File: config.mk
export PLATFORM = sky130hd
export DESIGN_NAME = share_serpar_flat
export DESIGN_NICKNAME = d
export VERILOG_FILES = /design/src/rtl/share_serpar_pkg.sv /design/src/rtl/share_serpar_if.sv /design/src/rtl/share_serpar_lane.sv /design/src/rtl/share_serpar.sv /design/src/flat_wrapper.sv
export SDC_FILE = /design/constraint.sdc
export NUM_CORES = 1
export LEC_CHECK = 0
export CAP_MARGIN = 10
export CORE_AREA = 2 2 318 320
export CTS_CLUSTER_SIZE = 10
export DETAILED_ROUTE_END_ITERATION = 7
export DIE_AREA = 0 0 320 322
export GPL_ROUTABILITY_DRIVEN = 0
export GPL_TIMING_DRIVEN = 0
export SETUP_SLACK_MARGIN = 0.4
export SYNTH_ARGS = -nofsm -noshare
export SYNTH_HDL_FRONTEND = slang
export SYNTH_SLANG_ARGS = --single-unit
File: constraint.sdc
create_clock -name clk -period 2.5 [get_ports clk]
set_input_delay 0.375 -clock clk [delete_from_list [all_inputs] [get_ports clk]]
set_output_delay 0.375 -clock clk [all_outputs]
set_load 0.05 [all_outputs]
File: src/rtl/share_serpar_pkg.sv
// rtl/share_serpar_pkg.sv - shared romulus defaults and width helpers for the tweak/key serial-parallel block
package share_serpar_pkg;
   localparam int PDI_W_DEF  = 32;
   localparam int BLK_W_DEF  = 128;
   localparam int SHARES_DEF = 2;

   function automatic int words(input int blk_w, input int pdi_w);
      return blk_w / pdi_w;
   endfunction

   function automatic int sel_w(input int shares);
      return (shares > 1) ? $clog2(shares) : 1;
   endfunction

   // Counter must represent 0..words inclusive.
   function automatic int cnt_w(input int nwords);
      return $clog2(nwords + 1);
   endfunction
endpackage

File: src/rtl/share_serpar_if.sv
// rtl/share_serpar_if.sv - serial word handshake with target share select
interface share_serpar_if
   import share_serpar_pkg::*;
#(
   parameter int PDI_W = PDI_W_DEF,
   parameter int SEL_W = sel_w(SHARES_DEF)
);
   logic [PDI_W-1:0] pdi;
   logic             pdi_valid;
   logic             pdi_ready;
   logic [SEL_W-1:0] share_sel;

   modport master (output pdi, output pdi_valid, output share_sel, input pdi_ready);
   modport slave  (input pdi, input pdi_valid, input share_sel, output pdi_ready);
endinterface

File: src/rtl/share_serpar_lane.sv
// rtl/share_serpar_lane.sv - one share: shift buffer, saturating word counter, full flag
module serpar_lane
   import share_serpar_pkg::*;
#(
   parameter int PDI_W = PDI_W_DEF,
   parameter int BLK_W = BLK_W_DEF
) (
   input  logic             clk,
   input  logic             rst_n,
   input  logic             clr,
   input  logic             wr,
   input  logic             ld,
   input  logic [PDI_W-1:0] pdi,
   input  logic [BLK_W-1:0] ld_data,
   output logic [BLK_W-1:0] data,
   output logic             full
);
   localparam int WORDS = words(BLK_W, PDI_W);
   localparam int CNT_W = cnt_w(WORDS);

   logic [BLK_W-1:0] data_q;
   logic [BLK_W-1:0] shifted;
   logic [CNT_W-1:0] cnt_q;

   generate
      if (WORDS == 1) begin : g_single
         assign shifted = pdi;
      end else begin : g_shift
         assign shifted = {data_q[BLK_W-PDI_W-1:0], pdi};
      end
   endgenerate

   assign full = (cnt_q == CNT_W'(WORDS));
   assign data = data_q;

   // The !full guard keeps the counter saturated even if wr is misused upstream.
   always_ff @(posedge clk) begin
      if (!rst_n) begin
         data_q <= '0;
         cnt_q  <= '0;
      end else if (clr) begin
         cnt_q <= '0;
      end else if (wr && !full) begin
         data_q <= shifted;
         cnt_q  <= cnt_q + CNT_W'(1);
      end else if (ld) begin
         data_q <= ld_data;
         cnt_q  <= CNT_W'(WORDS);
      end
   end
endmodule

File: src/rtl/share_serpar.sv
// rtl/share_serpar.sv - masked tweak/key share buffer fed serially or loaded in parallel
module share_serpar
   import share_serpar_pkg::*;
#(
   parameter int PDI_W  = PDI_W_DEF,
   parameter int BLK_W  = BLK_W_DEF,
   parameter int SHARES = SHARES_DEF
) (
   input  logic                    clk,
   input  logic                    rst_n,
   share_serpar_if.slave           pdi_if,
   input  logic [SHARES*BLK_W-1:0] data_core,
   input  logic [SHARES*BLK_W-1:0] data_mode,
   input  logic                    en,
   input  logic                    crct,
   input  logic                    clr,
   output logic [SHARES*BLK_W-1:0] key,
   output logic [SHARES-1:0]       full,
   output logic                    key_valid,
   output logic                    done
);
   localparam int SEL_W = sel_w(SHARES);

   logic                    sel_ok;
   logic                    sel_full;
   logic                    accept;
   logic                    ld_core;
   logic                    ld_mode;
   logic                    ld;
   logic [SHARES*BLK_W-1:0] ld_data;
   logic                    kv_q;
   logic                    done_q;

   always_comb begin
      sel_ok   = ({1'b0, pdi_if.share_sel} < (SEL_W + 1)'(SHARES));
      sel_full = 1'b0;
      for (int s = 0; s < SHARES; s++) begin
         if (pdi_if.share_sel == SEL_W'(s)) sel_full = full[s];
      end
   end

   assign pdi_if.pdi_ready = rst_n && !clr && sel_ok && !sel_full;
   assign accept           = pdi_if.pdi_valid && pdi_if.pdi_ready;

   // Priority clr > accept > en > crct: a lower event is dropped, not deferred.
   assign ld_core = en && !clr && !accept;
   assign ld_mode = crct && !en && !clr && !accept;
   assign ld      = ld_core || ld_mode;
   assign ld_data = ld_core ? data_core : data_mode;

   genvar s;
   generate
      for (s = 0; s < SHARES; s++) begin : g_lane
         serpar_lane #(
            .PDI_W (PDI_W),
            .BLK_W (BLK_W)
         ) u_lane (
            .clk     (clk),
            .rst_n   (rst_n),
            .clr     (clr),
            .wr      (accept && (pdi_if.share_sel == SEL_W'(s))),
            .ld      (ld),
            .pdi     (pdi_if.pdi),
            .ld_data (ld_data[s*BLK_W +: BLK_W]),
            .data    (key[s*BLK_W +: BLK_W]),
            .full    (full[s])
         );
      end
   endgenerate

   assign key_valid = &full;
   assign done      = done_q;

   always_ff @(posedge clk) begin
      if (!rst_n) begin
         kv_q   <= 1'b0;
         done_q <= 1'b0;
      end else begin
         kv_q   <= key_valid;
         done_q <= key_valid && !kv_q;
      end
   end
endmodule

File: src/flat_wrapper.sv
// flat-port wrapper written by rule: the top's interface ports become plain ports
module share_serpar_flat import share_serpar_pkg::*;
#(
   parameter int PDI_W  = PDI_W_DEF,
   parameter int BLK_W  = BLK_W_DEF,
   parameter int SHARES = SHARES_DEF
)
  (clk, rst_n, data_core, data_mode, en, crct, clr, key, full, key_valid, done, pdi_if_pdi, pdi_if_pdi_valid, pdi_if_share_sel, pdi_if_pdi_ready);
  share_serpar_if #(.PDI_W(PDI_W), .SEL_W(1)) pdi_if_i ();
  input  logic clk;
  input  logic rst_n;
  input  logic [SHARES*BLK_W-1:0] data_core;
  input  logic [SHARES*BLK_W-1:0] data_mode;
  input  logic en;
  input  logic crct;
  input  logic clr;
  output logic [SHARES*BLK_W-1:0] key;
  output logic [SHARES-1:0] full;
  output logic key_valid;
  output logic done;
  input wire logic [$bits(pdi_if_i.pdi)-1:0] pdi_if_pdi;
  input wire logic [$bits(pdi_if_i.pdi_valid)-1:0] pdi_if_pdi_valid;
  input wire logic [$bits(pdi_if_i.share_sel)-1:0] pdi_if_share_sel;
  output wire logic [$bits(pdi_if_i.pdi_ready)-1:0] pdi_if_pdi_ready;
  assign pdi_if_i.pdi = pdi_if_pdi;
  assign pdi_if_i.pdi_valid = pdi_if_pdi_valid;
  assign pdi_if_i.share_sel = pdi_if_share_sel;
  assign pdi_if_pdi_ready = pdi_if_i.pdi_ready;
  share_serpar #(.PDI_W(PDI_W), .BLK_W(BLK_W), .SHARES(SHARES)) u_core (.clk(clk), .rst_n(rst_n), .pdi_if(pdi_if_i), .data_core(data_core), .data_mode(data_mode), .en(en), .crct(crct), .clr(clr), .key(key), .full(full), .key_valid(key_valid), .done(done));
endmodule
==> impl_metrics.yaml <==
routing:
  vias_per_cell: 4.60
  wirelength_um: 110000
  dr_total_vias: 17342
  ant_nets: 0
  route.detailed.drc: 0
  firstDrtPassIters: 7
  post_drt_wl_per_cell_um: 29.1
  drt-initial-drc-count: 1518
clocking:
  numClockSinks: 264
  cts_buffers: 36
  cts_tree: "yes"
  clk_pin_slew_worst_paths_ps: 60
  holdBufCountCts: 0
  h-tree-depth: 2
  clock_path_buffers: 3
  cts-root-buf: "clkbuf_16"
  clock_latency_ps: 540
grt:
  antenna_found_initial: 15
  grt_usage: 0.197
  grt_pass1_wl_um: 141000
  grt_max_degree: 11
  grt_pass1_vias: 16986
  grt-ovfl-total: 0
worst_setup_path:
  cp_max_fo: 9
  crit_required_ps: 2920
  critPathCaptureType: "flop"
  criticalPathCategory: "flop to flop"
  arrival_ps: 2820
  start_kind: "flop"
synth:
  synth-seq-cells: 264
  syn-cell-area_um2: 14100
  ys_types: 31
  syn_nets: 2066
  avgSynthCellArea_um2: 9.34
  synth_seq_area_share: 0.374
  netlist_top_cells_area: "dfxtp_1 (37%), mux2i_1 (18%), o221ai_1 (11%)"
  synthCells: 1511
  yosys_warnings: 0
  synth_top_area_frac: 0.374
  yosysTopAreaCell: "dfxtp_1"
place:
  dp_worst_setup_slack_ps: -2190
  hpwl_um: 86100
  io_buffers: 811
layout:
  drive_gt1_frac: 0.251
  layout.nets: 3003
  final_cell_mix: "clkdlybuf4s50_1 (779), nand2_1 (260), dfxtp_1 (260), nand3_1 (257), mux2i_4 (148)"
  final_common_cell: "clkdlybuf4s50_1"
  syn_to_final_growth_pct: 113
  nFillCells: 10224
power:
  irDropWorstVdd_mv: 0.336
  leakagePower_uw: 0.0107
  p_per_area_nw_per_um2: 520
floorplanning:
  io_pins: 812
  die_w_um: 320
  num_rows: 116
  dieHeight_um: 322
  start_util: 0.142
  dieArea_um2: 103000
  core_area_um2: 99600
sta:
  setup_slack_ps: 104
  drv_slew: 0
  clock_skew_ps: 16.8
  tns_ps: 0
  relSlewSlack: 0.359
  min_period_over_period: 0.958
  rsz0062_at_grt: "yes"
  hold_viol_final: 0
  min_period_ps: 2400
  finalSetupViolCount: 0
  worst_pin_slew_ps: 962
  fmax_mhz: 417
worst_hold_path:
  hold_path.class: "flop to flop"
outcome:
  status: "finished, final reports clean"
flow_run:
  cap_violations: 0
[cells by family (layout without fill, tap and decap cells)]
group / after synthesis / after routing / share of synthesized area
other cells: 0 / 7 / 0
fa+ha+maj: 4 / 4 / 0.00354
buf+inv: 178 / 1133 / 0.0669
simple gates: 540 / 540 / 0.170
flops: 264 / 264 / 0.374
xor+xnor: 1 / 1 / 0.000620
mux: 256 / 256 / 0.181
compound gates: 268 / 268 / 0.203
[critical path, cell delays in order, from the launching register on]
cell and delay (ps):
dfxtp_2 340, inv_2 40, ha_2 190, and3_4 210, o311ai_4 300, buf_8 170
buf_4 130, buf_16 180, buf_6 130, buf_12 140, mux2i_4 290, o221ai_2 110
[power breakdown]
group          internal, uW  switching [uW]  leakage (uW)
registers              4520             402       0.00217
logic                  2560            3000       0.00795
clock network          3070            2070      0.000539
total                 10100            5480        0.0107
[layer usage]
metal / GRT usage / vias up / part of all wire
li1: - / 7687 / -
met1: 0.241 / 8455 / 0.40
met2: 0.333 / 1015 / 0.48
met3: 0.0490 / 181 / 0.082
met4: 0.0753 / 4 / 0.040
met5: 0 / - / 0.00025
[final cells by class]
class	instances	area, um^2	share of cell area
diodes	7	17.5	0.000583
plain buffers	172	1820	0.0606
clock buffers	50	995	0.0331
clock inverters	6	116	0.00387
inverters	6	22.5	0.000749
multi-input cells	1069	10400	0.347
flip-flops and latches	264	5290	0.176
well taps	1298	1620	0.0540
repair buffers	899	9750	0.324
[synthesized netlist by cell type]
cell / count
buf_8: 1
nor2b_1: 1
dfxtp_1: 264
xnor2_1: 1
nand2_1: 263
or3b_1: 1
o221ai_2: 82
mux2i_1: 256
buf_4: 6
o311ai_4: 2
a21o_1: 1
buf_6: 26
or2_2: 3
nand3b_2: 1
and3b_2: 1
ha_1: 4
nand3_1: 260
inv_1: 6
nor2_1: 2
and3_1: 1
and2_1: 3
clkbuf_1: 100
o221ai_1: 174
and3_2: 1
a21bo_2: 1
a31oi_1: 1
nor3_1: 3
a21oi_1: 6
buf_2: 38
o21a_1: 1
buf_1: 1
[flip-flops by register name (all words and copies together) (netlist names)]
name	cells
u_core.kv_q	1
u_core.g_lane.u_lane.cnt_q	6
u_core.done	1
u_core.g_lane.u_lane.data	256
[per-stage QoR]
step / instances / power (uW) / utilization / cell area [um^2] / hold slack [ps]
2_1_floorplan: 1511 / 6960 / - / 14100 / 367
3_3_place_gp: 3620 / 9350 / 0.240 / 23900 / 373
3_5_place_dp: 3621 / 9370 / 0.240 / 23900 / 376
4_1_cts: 3738 / 15300 / 0.284 / 28200 / 381
5_1_grt: 3769 / 16000 / 0.302 / 30100 / 383
6_report: 3771 / 15600 / 0.302 / 30100 / 377
[path summary, 6_finish.rpt]
kind / end / from / slack [ps] / cells after the start
hold / removal: u_core.done$_SDFF_PN0_ / u_core.kv_q$_SDFF_PN0_ / 380 / 1
setup / recovery: u_core.g_lane[0].u_lane.data[116]$_SDFFE_PN0P_ / u_core.g_lane[1].u_lane.cnt_q[0]$_SDFFE_PP0P_ / 100 / 11
hold reg to reg: u_core.done$_SDFF_PN0_ / u_core.kv_q$_SDFF_PN0_ / 380 / 1
setup reg to reg: u_core.g_lane[0].u_lane.data[116]$_SDFFE_PN0P_ / u_core.g_lane[1].u_lane.cnt_q[0]$_SDFFE_PP0P_ / 100 / 11
[timing repair]
item	in CTS	in global routing
cloned	24	13
setup endpoints to repair	518	508
pin swaps	61	90
hold endpoints to repair	0	0
gates resized for setup	512	287
setup buffers	37	13
Power figures use the tool's default switching activity.
